--- config.mk ---
export PLATFORM = sky130hd
export DESIGN_NAME = vending_machine_stock
export DESIGN_NICKNAME = d
export VERILOG_FILES = /design/src/rtl/vending_pkg.sv /design/src/rtl/vending_change_picker.sv /design/src/rtl/vending_machine_stock.sv
export SDC_FILE = /design/constraint.sdc
export NUM_CORES = 1
export LEC_CHECK = 0
export ABC_CLOCK_PERIOD_IN_PS = 8300
export CORE_ASPECT_RATIO = 0.9
export CORE_MARGIN = 2
export CORE_UTILIZATION = 30
export DETAILED_ROUTE_END_ITERATION = 16
export DONT_BUFFER_PORTS = 1
export GPL_TIMING_DRIVEN = 0
export SLEW_MARGIN = 10
export SYNTH_ARGS = -nofsm -noshare
export SYNTH_HDL_FRONTEND = slang
export SYNTH_SLANG_ARGS = --single-unit
--- constraint.sdc ---
create_clock -name clk -period 8.3 [get_ports clk]
set_input_delay 1.66 -clock clk [delete_from_list [all_inputs] [get_ports clk]]
set_output_delay 1.66 -clock clk [all_outputs]
set_load 0.02 [all_outputs]
--- src/rtl/vending_pkg.sv ---
// Shared types and price/denomination tables for the stocked vending controller.
package vending_pkg;

  typedef enum logic [2:0] {
    IDLE    = 3'd0,
    COLLECT = 3'd1,
    CHANGE  = 3'd2,
    REFUND  = 3'd3,
    GIVE    = 3'd4
  } state_e;

  localparam int unsigned TABLE_N = 8;

  localparam logic [15:0] PRODUCT_PRICES [TABLE_N] = '{
    16'd50, 16'd75, 16'd100, 16'd125, 16'd150, 16'd200, 16'd250, 16'd300
  };

  localparam logic [15:0] CURRENCY_VALUES [TABLE_N] = '{
    16'd1, 16'd2, 16'd5, 16'd10, 16'd25, 16'd50, 16'd100, 16'd200
  };

  // Slots or denominations beyond the tables are worth nothing.
  function automatic logic [15:0] price_of(input int unsigned idx);
    logic [15:0] p;
    if (idx < TABLE_N) p = PRODUCT_PRICES[idx[2:0]];
    else               p = 16'd0;
    return p;
  endfunction

  function automatic logic [15:0] value_of(input int unsigned idx);
    logic [15:0] v;
    if (idx < TABLE_N) v = CURRENCY_VALUES[idx[2:0]];
    else               v = 16'd0;
    return v;
  endfunction

endpackage

--- src/rtl/vending_change_picker.sv ---
// Greedy coin selector: highest denomination still held that fits the remaining amount.
module vending_change_picker
  import vending_pkg::*;
#(
  parameter  int CURRENCIES = 8,
  parameter  int CREDIT_W   = 16,
  parameter  int COIN_W     = 6,
  localparam int CW         = $clog2(CURRENCIES)
)(
  input  logic [CREDIT_W-1:0]                remaining,
  input  logic [CURRENCIES-1:0][COIN_W-1:0]  coins,
  output logic                               valid,
  output logic [CW-1:0]                      code
);

  logic hit_s;

  // Ascending scan so the last fitting denomination wins
  always_comb begin
    valid = 1'b0;
    code  = '0;
    hit_s = 1'b0;
    for (int j = 0; j < CURRENCIES; j++) begin
      hit_s = (coins[j] != '0) && (CREDIT_W'(value_of(j)) <= remaining);
      valid = valid | hit_s;
      code  = hit_s ? CW'(j) : code;
    end
  end

endmodule

--- src/rtl/vending_machine_stock.sv ---
// Vending controller with per-slot stock, coin inventory, greedy change, cancel and timeout.
// Optional restock port group is enabled by defining VENDING_RESTOCK_EN.
module vending_machine_stock
  import vending_pkg::*;
#(
  parameter  int PRODUCTS       = 8,
  parameter  int CURRENCIES     = 8,
  parameter  int CREDIT_W       = 16,
  parameter  int STOCK_W        = 4,
  parameter  int COIN_W         = 6,
  parameter  int INIT_STOCK     = 2,
  parameter  int INIT_COINS     = 4,
  parameter  int TIMEOUT_CYCLES = 1000,
  localparam int PW             = $clog2(PRODUCTS),
  localparam int CW             = $clog2(CURRENCIES)
)(
  input  logic                clk,
  input  logic                i_rst,
  input  logic [PW-1:0]       i_product_code,
  input  logic                i_product_strobe,
  input  logic [CW-1:0]       i_currency_code,
  input  logic                i_currency_strobe,
  input  logic                i_cancel,
`ifdef VENDING_RESTOCK_EN
  input  logic                i_restock_strobe,
  input  logic [PW-1:0]       i_restock_product,
  input  logic [STOCK_W-1:0]  i_restock_qty,
`endif
  output logic                o_busy,
  output logic                o_ready_to_receive,
  output logic [CW-1:0]       o_change,
  output logic                o_change_strobe,
  output logic                o_no_change,
  output logic [PW-1:0]       o_product,
  output logic                o_give_strobe,
  output logic                o_sold_out,
  output logic [CREDIT_W-1:0] o_credit
);

  localparam int TW = $clog2(TIMEOUT_CYCLES + 1);

  state_e                              state_r;
  logic [PW-1:0]                       prod_r;
  logic [CREDIT_W-1:0]                 price_r;
  logic [CREDIT_W-1:0]                 remaining_r;
  logic [TW-1:0]                       timer_r;
  logic [PRODUCTS-1:0][STOCK_W-1:0]    stock_r;
  logic [CURRENCIES-1:0][COIN_W-1:0]   coins_r;

  logic [CREDIT_W-1:0] coin_val_s, credit_sum_s, eff_credit_s, pick_val_s, rem_after_s;
  logic [CREDIT_W:0]   sum_wide_s;
  logic                coin_s, timeout_s, quit_s, req_ok_s, pick_valid_s, pay_done_s, restock_s;
  logic [CW-1:0]       pick_code_s;

  vending_change_picker #(
    .CURRENCIES (CURRENCIES),
    .CREDIT_W   (CREDIT_W),
    .COIN_W     (COIN_W)
  ) u_picker (
    .remaining (remaining_r),
    .coins     (coins_r),
    .valid     (pick_valid_s),
    .code      (pick_code_s)
  );

  // Credit update (saturating) and transition qualifiers for the FSM
  always_comb begin
    coin_val_s = CREDIT_W'(value_of(32'(i_currency_code)));
    sum_wide_s = {1'b0, o_credit} + {1'b0, coin_val_s};
    if (sum_wide_s[CREDIT_W]) credit_sum_s = '1;
    else                      credit_sum_s = sum_wide_s[CREDIT_W-1:0];
    coin_s = i_currency_strobe && o_ready_to_receive && (int'(i_currency_code) < CURRENCIES);
    if (coin_s) eff_credit_s = credit_sum_s;
    else        eff_credit_s = o_credit;
    timeout_s   = !coin_s && (timer_r == TW'(TIMEOUT_CYCLES - 1));
    quit_s      = i_cancel || timeout_s;
    req_ok_s    = (int'(i_product_code) < PRODUCTS) && (stock_r[i_product_code] != '0);
    pick_val_s  = CREDIT_W'(value_of(32'(pick_code_s)));
    rem_after_s = remaining_r - pick_val_s;
    pay_done_s  = (remaining_r == '0) || !pick_valid_s || (rem_after_s == '0);
  end

`ifdef VENDING_RESTOCK_EN
  logic [STOCK_W:0]   restock_sum_s;
  logic [STOCK_W-1:0] restock_val_s;

  // Saturating restock amount, only meaningful while idle
  always_comb begin
    restock_s     = i_restock_strobe && (state_r == IDLE) && (int'(i_restock_product) < PRODUCTS);
    restock_sum_s = {1'b0, stock_r[i_restock_product]} + {1'b0, i_restock_qty};
    if (restock_sum_s[STOCK_W]) restock_val_s = '1;
    else                        restock_val_s = restock_sum_s[STOCK_W-1:0];
  end
`else
  assign restock_s = 1'b0;
`endif

  // Transaction FSM with inventories and registered outputs
  always_ff @(posedge clk) begin
    if (i_rst) begin
      state_r            <= IDLE;
      prod_r             <= '0;
      price_r            <= '0;
      remaining_r        <= '0;
      timer_r            <= '0;
      for (int i = 0; i < PRODUCTS; i++)   stock_r[i] <= STOCK_W'(INIT_STOCK);
      for (int j = 0; j < CURRENCIES; j++) coins_r[j] <= COIN_W'(INIT_COINS);
      o_busy             <= 1'b0;
      o_ready_to_receive <= 1'b0;
      o_change           <= '0;
      o_change_strobe    <= 1'b0;
      o_no_change        <= 1'b0;
      o_product          <= '0;
      o_give_strobe      <= 1'b0;
      o_sold_out         <= 1'b0;
      o_credit           <= '0;
    end else begin
      o_change_strobe <= 1'b0;
      o_no_change     <= 1'b0;
      o_give_strobe   <= 1'b0;
      o_sold_out      <= 1'b0;
      case (state_r)
        IDLE: begin
          if (i_product_strobe && req_ok_s) begin
            prod_r             <= i_product_code;
            price_r            <= CREDIT_W'(price_of(32'(i_product_code)));
            timer_r            <= '0;
            state_r            <= COLLECT;
            o_busy             <= 1'b1;
            o_ready_to_receive <= 1'b1;
          end else if (i_product_strobe) begin
            o_sold_out <= !restock_s;
          end
`ifdef VENDING_RESTOCK_EN
          if (restock_s) stock_r[i_restock_product] <= restock_val_s;
`endif
        end
        COLLECT: begin
          if (coin_s) begin
            o_credit <= credit_sum_s;
            if (coins_r[i_currency_code] != '1)
              coins_r[i_currency_code] <= coins_r[i_currency_code] + COIN_W'(1);
            timer_r <= '0;
          end else if (!timeout_s) begin
            timer_r <= timer_r + TW'(1);
          end
          // Cancel/timeout wins over a completing coin; that coin is refunded too
          if (quit_s) begin
            o_ready_to_receive <= 1'b0;
            if (eff_credit_s == '0) begin
              state_r <= IDLE;
              o_busy  <= 1'b0;
            end else begin
              state_r     <= REFUND;
              remaining_r <= eff_credit_s;
            end
          end else if (eff_credit_s >= price_r) begin
            o_ready_to_receive <= 1'b0;
            if (eff_credit_s == price_r) begin
              state_r <= GIVE;
            end else begin
              state_r     <= CHANGE;
              remaining_r <= eff_credit_s - price_r;
            end
          end
        end
        CHANGE, REFUND: begin
          if ((remaining_r != '0) && pick_valid_s) begin
            o_change_strobe      <= 1'b1;
            o_change             <= pick_code_s;
            coins_r[pick_code_s] <= coins_r[pick_code_s] - COIN_W'(1);
            remaining_r          <= rem_after_s;
          end else if (remaining_r != '0) begin
            o_no_change <= 1'b1;
            remaining_r <= '0;
          end
          if (pay_done_s) begin
            if (state_r == CHANGE) begin
              state_r <= GIVE;
            end else begin
              state_r  <= IDLE;
              o_busy   <= 1'b0;
              o_credit <= '0;
            end
          end
        end
        GIVE: begin
          o_give_strobe   <= 1'b1;
          o_product       <= prod_r;
          stock_r[prod_r] <= stock_r[prod_r] - STOCK_W'(1);
          o_credit        <= '0;
          state_r         <= IDLE;
          o_busy          <= 1'b0;
        end
        default: begin
          state_r            <= IDLE;
          o_busy             <= 1'b0;
          o_ready_to_receive <= 1'b0;
        end
      endcase
    end
  end

endmodule

# Yosys cells after proc, flatten, opt, wreduce, memory -nomap -nowiden
# Memory sizes are Yosys's and may differ from the RTL's. A register that Yosys moved wholly into a read port is not among the register bits.
# Cells that the tools add are included.
dict set report totals {
  register_bits 140
  latch_bits 0
  ram_bits 0
  romBits 384
  in_bits 11
  out_inout_bits 28
  elab_cells 210
  n_memories 3
}
# name words width read_ports rd_ports_with_merged_regs wr line
set memory_table {}
lappend memory_table {{(no name shown)} 8 16 1 1 0 vending_pkg.sv:25} ;# if (idx < TABLE_N) p = PRODUCT_PRICES[idx[2:0]];
lappend memory_table {{(no name shown)} 8 16 1 0 0 vending_pkg.sv:32} ;# if (idx < TABLE_N) v = CURRENCY_VALUES[idx[2:0]];
lappend memory_table {{(no name shown)} 8 16 1 0 0 vending_pkg.sv:32}
dict set report classes {
  add_sub_neg 7
  n_mul 0
  div_mod_pow 0
  n_lt_le_gt_ge 18
  eq_ne 20
  shift 0
  muxes 69
  bitwise 13
  reduce_logical 51
}
# operator count
set op_table {}
lappend op_table {{16-bit 2-to-1 mux} 14}
lappend op_table {{48-bit 2-to-1 mux} 3}
lappend op_table {{48-bit bitwise mux} 2}
lappend op_table {{48-bit one-hot mux with 2 select lines} 1}
lappend op_table {{16-bit logical NOT} 3}
lappend op_table {{16-bit one-hot mux with 3 select lines} 1}
lappend op_table {{6-bit nonzero test} 8}
lappend op_table {{6-bit binary-select mux with 3-bit select} 2}
lappend op_table {{6-bit demux with 3-bit select} 2}
lappend op_table {{3-bit 2-to-1 mux} 12}
lappend op_table {{32-bit bitwise mux} 1}
lappend op_table {{16-bit one-hot mux with 2 select lines} 1}
lappend op_table {{16-bit subtractor} 2}
lappend op_table {{10-bit 2-to-1 mux} 3}
lappend op_table {{4-bit binary-select mux with 3-bit select} 2}
lappend op_table {{6-bit 2-to-1 mux} 4}
lappend op_table {{10-bit one-hot mux with 2 select lines} 1}
lappend op_table {{16-bit by 16-bit adder with 17-bit output} 1}
lappend op_table {{16-bit equality test} 1}
lappend op_table {{16-bit >= comparator} 1}
lappend op_table {{1-bit by 16-bit less-or-equal comparator with 1-bit output (first input constant)} 1}
lappend op_table {{2-bit by 16-bit less-or-equal comparator with 1-bit output (first input constant)} 1}
lappend op_table {{3-bit by 16-bit less-or-equal comparator with 1-bit output (first input constant)} 1}
lappend op_table {{4-bit by 16-bit less-or-equal comparator with 1-bit output (first input constant)} 1}
lappend op_table {{other kinds (41)} 109}

# Logic depth before layout (Yosys ltp)
# Gate-level depths: netlist (run 1).
dict set report logic_depth {
  ltp_word 18
  ltp_mapped 28
  depth_no_buf 25
}

# Modules after synthesis
# A second synthesis (run 1) with hierarchy kept.
dict set report hier_totals {
  hier_cells 1274
  area_unflattened_um2 10522.6
}
# module instances cells_per_inst area_each_um2 seq_area_each_um2
set by_module_without_submodules {}
lappend by_module_without_submodules {vending_machine_stock 1 1219 10110.9 2982.9}
lappend by_module_without_submodules {vending_change_picker 1 55 411.6 0.0}

# Worst setup path after synthesis (run 1)
# No wires, ideal clock.
dict set report synth_path {
  path_type {input to register}
  from {input port i_currency_code[0]}
  to {register remaining_r[9]}
  setup_time_ns 0.070
  arrival_ns 7.179
  required_ns 8.230
  setup_slack_ns 1.050
  cell_stages 28
  path_buffers 3
  cell_sequence {clkbuf_1 buf_1 clkinv_1 ha_1 nand2_1 o21ai_0 ha_1 fa_1 a21o_1 a21oi_1 o211ai_1 nand3_1 a21o_1 ha_1 inv_1 fa_1 a21o_1 a21oi_1 nor2b_1 o21ai_0 a21oi_1 a211o_1 nor3_1 and2_1 a311o_1 clkbuf_1 o21ai_0 a21oi_1}
}
dict set report synth_between {
  elab_chain_cells 12
  elab_cells_between_ends 20
  cone_classes {2 x add/sub; 1 x order compare; 4 x eq/ne; 9 x mux; 1 x bitwise; 2 x reduce/logical; 1 x memory}
}
# element line
set synth_lines {}
lappend synth_lines {{start, declared} vending_machine_stock.sv:21} ;# input logic [CW-1:0] i_currency_code,
lappend synth_lines {{3-bit inverter with 4-bit output (not written as such) (*)} vending_pkg.sv:32}
lappend synth_lines {{memory read 8 x 16 bit (*)} --}
lappend synth_lines {{16-bit 2-to-1 mux (not written as such) (*) (2 in a row)} vending_pkg.sv:32}
lappend synth_lines {{16-bit by 16-bit adder with 17-bit output (*)} vending_machine_stock.sv:69} ;# sum_wide_s = {1'b0, o_credit} + {1'b0, coin_val_s};
lappend synth_lines {{16-bit 2-to-1 mux (*)} vending_machine_stock.sv:70} ;# if (sum_wide_s[CREDIT_W]) credit_sum_s = '1;
lappend synth_lines {{16-bit 2-to-1 mux (*)} --}
lappend synth_lines {{16-bit subtractor} vending_machine_stock.sv:163} ;# remaining_r <= eff_credit_s - price_r;
lappend synth_lines {{16-bit 2-to-1 mux} vending_machine_stock.sv:159} ;# if (eff_credit_s == price_r) begin
lappend synth_lines {{16-bit 2-to-1 mux} vending_machine_stock.sv:157} ;# end else if (eff_credit_s >= price_r) begin
lappend synth_lines {{16-bit 2-to-1 mux} vending_machine_stock.sv:148} ;# if (quit_s) begin
lappend synth_lines {{16-bit one-hot mux with 2 select lines} vending_machine_stock.sv:122} ;# case (state_r)
lappend synth_lines {{end signal, assigned} vending_machine_stock.sv:155} ;# remaining_r <= eff_credit_s;
lappend synth_lines {{end signal, assigned} vending_machine_stock.sv:163}
lappend synth_lines {{end signal, assigned} vending_machine_stock.sv:172} ;# remaining_r <= rem_after_s;
lappend synth_lines {{end, declared} vending_machine_stock.sv:45} ;# logic [CREDIT_W-1:0] remaining_r;
# Every way passes the cells marked *; elsewhere a longest branch is shown, timed or not. The select of a mux whose other input is x is not followed.
# A chain may end at the register's enable or synchronous reset.

# Worst setup path after layout (run 1)
# Same ends and word-level chain as after synthesis.

==> run metrics, run 1 <==
outcome=finished, final reports clean; H-tree depth=4; first-pass GRT wire length=just over 60,000 µm; largest area contributor in the netlist=dfxtp_1; 1st-iter DRT viols=approximately 1,400; Hold Startpoint=price_r[2]; initial antenna violation count=1; # diodes=0; CTS tree=done; startpoint types=input port; vias in the first global route=a little over 10,000; port bufs=0; DRC=0; Layout fillers=~3,600; Mean Syn Cell Area=7.61 µm²; max_cap viols=0; highest clock rate=about 0.13 GHz; Wirelength per Cell=between 20 and 25 µm; hold depth=2; RSZ-0062 raised after global routing=no; Max transition margin=between 20% and 30%; Warnings, synthesis=0; Die Footprint=around 36,000 µm²; worst-case reg-to-reg path depth=23; max-slew violation count=0; Min-Delay Path Class=reg2reg; period utilisation layout=94.0%; Worst Slack Setup Final=between 0.4 and 0.5 ns; top-count cell post-synth=nor2_1; Routability Congestion=0.989; Clock transition at path regs=~0.07 ns; Starting Density=30.6%; largest net degree at the start of global routing=17; share of flip-flops with an asynchronous set or reset=0%; Primary FF master, synth=dfxtp_1; Tmin final=roughly 7.8 ns; Crit Reg-Reg Startpoint=remaining_r[8]; P&R area growth vs syn=11.5%; flop2flop setup slack=about 1.4 ns; crit-path max FO=10; detailed-route via count=~11,000; Seq cells post-synth=149; drt first pass iters=6; area fraction of the dominant cell type after synthesis=28.5%; HPWL after detailed placement=just under 30,000 µm; total global-route track usage=21.5%; Routed Antenna Nets=0; CP required=about 8.7 ns; final setup violation count=0; Synth Instances=1,376; CP Launch Point=i_currency_code[0]; die width=~200 µm; Final Hold Viols=0; Core ar.=34,200 µm²; post-synthesis sequential area ratio=~28%; Synth area leaders=dfxtp_1, nor2_1, ha_1; CP endpoint kind=flop; height of the die=between 150 and 200 µm; share of cells above drive strength 1=between 6 and 7%; EDFF count, synth=0; DR vias/cell=about 5.9; gr ovfl total=0; syn_nets=1,433; Num CTS Buffers=17; Netlist cell types=89; Max clock buf depth=2; Sink Count=~150; Worst EP arrival=around 8.2 ns; Routed WL=approximately 40,000 µm; most frequent cells after synthesis=nor2_1, dfxtp_1, nand2_1, a21oi_1, o21ai_0; Clock Skews=~0.014 ns; Place WS=-0.762 ns; Worst Setup Path Type=in2reg; setup repair bufs after CTS=0; Layout Nets=1,452; mapped cell area=around 10,000 µm²; worst-margin pin slew=roughly 1.2 ns; worst skew pair latency=between 0.4 and 0.5 ns; io pins=39; FP Rows=between 60 and 70; Hold-fix buffers, CTS=0; clock root cell=clkbuf_16
-- cell type report --
cell class | instances | area [µm²] | share of cell area (%)
flip-flops and latches | 149 | 2980 | 25.5
plain buffers | 74 | 322 | 2.75
repair buffers | 1 | 7.51 | 0.0643
well taps | 462 | 578 | 4.95
clock inverters | 14 | 161 | 1.38
multi-input cells | 1110 | 7030 | 60.2
clock buffers | 18 | 439 | 3.76
inverters | 42 | 160 | 1.37
-- worst max-delay path, cell delays in order --
cell and delay, ns:
clkbuf_2 0.22, clkbuf_1 0.44, buf_2 0.35, o21ai_0 0.19, ha_1 0.26, fa_1 0.41
a21o_1 0.17, a21oi_1 0.38, o211ai_1 0.34, nand3_2 0.27, a21o_1 0.22, ha_1 0.18
inv_1 0.06, fa_1 0.40, a21o_1 0.18, a21oi_1 0.22, nor2b_1 0.07, o21ai_0 0.23
a21oi_1 0.16, a211o_1 0.40, nor3_2 0.33, and2_1 0.20, a311o_1 0.24, clkbuf_2 0.28
o21ai_0 0.13, a21oi_1 0.16
-- state kept, by name, indices dropped and copies added, names as in the netlist --
signal,cells
o_sold_out,1
prod_r,3
o_give_strobe,1
o_busy,1
remaining_r,16
o_change,3
coins_r,48
stock_r,32
timer_r,10
o_ready_to_receive,1
o_product,3
o_no_change,1
state_r,3
price_r,9
o_change_strobe,1
o_credit,16
-- through the flow --
stage | instances | utilization [%] | hold slack [ns] | TNS (ns) | area, µm²
2_1_floorplan | 1376 | - | 0.432 | 0 | 10500
3_3_place_gp | 1838 | 32.3 | 0.445 | -10.95 | 11100
3_5_place_dp | 1839 | 32.4 | 0.448 | -9.80 | 11100
4_1_cts | 1871 | 34.1 | 0.456 | 0 | 11700
5_1_grt | 1870 | 34.2 | 0.482 | 0 | 11700
6_report | 1870 | 34.2 | 0.453 | 0 | 11700
-- kinds of logic (layout without fill, tap and decap cells) --
group | after synthesis | count (layout) | share of synthesized area (%)
AO/OA/AOI/OAI | 375 | 375 | 24.4
XOR/XNOR | 45 | 45 | 4.05
adder cells (fa/ha/maj) | 46 | 46 | 5.71
buffers and inverters | 117 | 149 | 4.55
flip-flops | 149 | 149 | 28.5
multiplexers | 48 | 48 | 5.57
AND/OR/NAND/NOR | 596 | 596 | 27.3
-- layout by cell type (no fill, tap or decap), types with 6 or more instances in the layout --
master     netlist  final
a211o_1         13     13
a211oi_1        20     20
a21o_1          10     10
a21oi_1        100    100
a221oi_1        32     31
a22oi_1          9      9
a311oi_1         8      8
a31oi_1         13     13
and2_1          14     14
and3_1          14     14
buf_2            7      9
clkbuf_1        57     53
clkbuf_16        0     17
dfxtp_1        149    149
ha_1            43     43
inv_1           38     38
mux2i_1         38     38
mux4_2           8      8
nand2_1        120    120
nand2b_1         6      6
nand3_1         32     31
nand4_1         13     13
nor2_1         240    240
nor2b_1         14     14
nor3_1          58     57
nor4_1          25     25
nor4b_1          8      8
o211ai_1        10     10
o21a_1           9      9
o21ai_0         68     68
o21bai_1        10     10
o22ai_1         10     10
o31ai_1          9      9
or2_2            8      8
or3_1           11     11
or4_1            9      9
xnor2_1         24     24
xor2_1          17     17
-- path summary, 6_finish.rpt --
| kind | to |
|---|---|
| max | remaining_r[9] |
| min | price_r[2] |
| max reg2reg | o_credit[8] |
| min reg2reg | price_r[2] |
-- layer usage --
metal  wire length (µm)  up-vias  track usage [%]
li1                   -     5102                -
met1              17600     5206             29.5
met2              16700      570             32.4
met3               3870       88             5.34
met4               1360        0             8.03
met5                  0        -                0
-- timing repair --
action | in CTS | in global routing
endpoints found under the setup margin | 14 | 16
pin swaps | 0 | 0
gates resized for setup | 4 | 7
Power of run 1 is not shown: default switching activity piles up to over one toggle a cycle in this logic, so the estimate is an artifact.
==> run 2: changes to the inputs <==
- ABC_CLOCK_PERIOD_IN_PS: 8300 -> 9300
- CELL_PAD_IN_SITES_DETAIL_PLACEMENT: unset -> 1
- CELL_PAD_IN_SITES_GLOBAL_PLACEMENT: unset -> 2
- PLACE_DENSITY_LB_ADDON: unset -> 0.1
- clock period: 8.3 -> 9.3 ns (I/O delays scaled with it)
==> run 2 against run 1 <==
Against the previous run: final cell count increased by 0.16%; critical endpoint is now remaining_r[10]; global-route usage grew 3.9 points; worst hold slack better by 0.0079 ns; flip-flop and latch count unchanged; count of clock-buffer cells in the layout is 1 higher; register-to-register slack gained 1.2 ns; clock skew down 0.00077 ns.
==> run metrics, run 2 (synthesis results as in run 1) <==
Core ar.=about 34,000 µm²; Routability Congestion=roughly 0.9; io pins=39; Die Footprint=about 36,000 µm²; HPWL after detailed placement=35,300 µm; worst-margin pin slew=approximately 1.3 ns; most common cell after layout, fill and taps aside=nor2_1; CP endpoint kind=flop; height of the die=181 µm; Starting Density=30.6%; share of cells above drive strength 1=roughly 6.5%; Top reg by flops=coins_r; Tmin final=between 8 and 9 ns; vias in the first global route=between 10,000 and 15,000; highest clock rate=about 0.11 GHz; detailed-route via count=approximately 11,000; FP Rows=64; die width=between 200 and 250 µm; 1st-iter DRT viols=719; most frequent cells in the layout=nor2_1, dfxtp_1, nand2_1, a21oi_1, o21ai_0; outcome=finished, final reports clean; Final Hold Viols=0; H-tree depth=4; startpoint types=input port; Layout Nets=1,453; setup_tns=0 ns; Crit Reg-Reg Startpoint=coins_r[44]; CTS tree=done; CP Launch Point=i_currency_code[0]; top flop regs=coins_r (48), stock_r (32); Worst EP arrival=9.25 ns; Routed Antenna Nets=0; max FFs per register=48; max-slew violation count=0; Num CTS Buffers=17; P&R area growth vs syn=11.6%; worst skew pair latency=0.46 ns; CP required=~9.7 ns; max_cap viols=0; Worst Setup Path Type=in2reg; Min-Delay Path Class=reg2reg; crit-path max FO=10; initial antenna violation count=2; drt first pass iters=5; Sink Count=approximately 150; Max transition margin=a little under an eighth; Hold Startpoint=price_r[2]; largest net degree at the start of global routing=17; Wirelength per Cell=24.6 µm; period utilisation layout=95.4%; clock root cell=clkbuf_16; Max clock buf depth=2; first-pass GRT wire length=slightly below 70,000 µm; DRC=0; Clock Skews=between 0.01 and 0.015 ns; final setup violation count=0; port bufs=0; gr ovfl total=0; Clock transition at path regs=around 0.070 ns; Layout fillers=4,208; total global-route track usage=about a quarter; RSZ-0062 raised after global routing=no; Routed WL=roughly 46,000 µm; DR vias/cell=5.81
run 2: through the flow:
step	util [%]	instances	hold WS [ns]	setup slack (ns)	cell area, µm²
after floorplan	-	1376	0.432	1.85	10500
after global placement	32.3	1838	0.444	-0.146	11100
after detailed placement	32.4	1839	0.453	-0.121	11100
after CTS	34.2	1871	0.464	0.267	11700
after global routing	34.2	1871	0.501	0.0355	11700
final	34.2	1873	0.461	0.428	11700
run 2: per-layer routing:
metal	GRT usage (%)	routed length (µm)	vias to the layer above
met5	0	0	-
met4	7.73	1100	0
met3	6.33	3130	70
met2	38.6	19800	349
met1	35.2	22200	5386
li1	-	-	5085
run 2: layout make-up:
cell class	instances	area (µm²)	share of cell area [%]
flip-flops and latches	149	2980	25.5
diodes	2	5.00	0.0428
clock inverters	13	159	1.36
multi-input cells	1110	7020	60.1
plain buffers	75	320	2.74
inverters	42	163	1.39
clock buffers	19	453	3.87
well taps	462	578	4.94
repair buffers	1	7.51	0.0642
run 2: what timing repair did:
item	in CTS	in global routing
setup buffers	0	0
hold buffers	0	0
endpoints found under the setup margin	0	14
gates resized for setup	0	3
hold endpoints to repair	0	0
run 2: worst paths after layout:
check | endpoint | slack (ns) | cells past startpoint
setup / recovery | remaining_r[10] | 0.43 | 28
hold reg to reg | price_r[2] | 0.46 | 2
setup reg to reg | o_credit[3] | 2.54 | 23
hold / removal | price_r[2] | 0.46 | 2
run 2: worst max-delay path: stages:
cell and delay, ns:
clkbuf_1 0.36, clkbuf_2 0.36, clkinvlp_4 0.30, ha_1 0.28, nand2_1 0.05, o21ai_0 0.23
ha_1 0.31, fa_1 0.41, a21o_1 0.18, a21oi_1 0.34, o211ai_1 0.32, nand3_1 0.37
a21o_1 0.22, ha_1 0.16, inv_1 0.06, fa_1 0.40, a21o_1 0.18, a21oi_1 0.25
nor2b_1 0.09, o21ai_0 0.30, a21oi_1 0.17, a211o_1 0.43, nor3_1 0.39, and2_1 0.21
a311o_1 0.26, clkbuf_1 0.42, o21ai_0 0.16, a21oi_1 0.16
Power of run 2 is left out for the same reason.
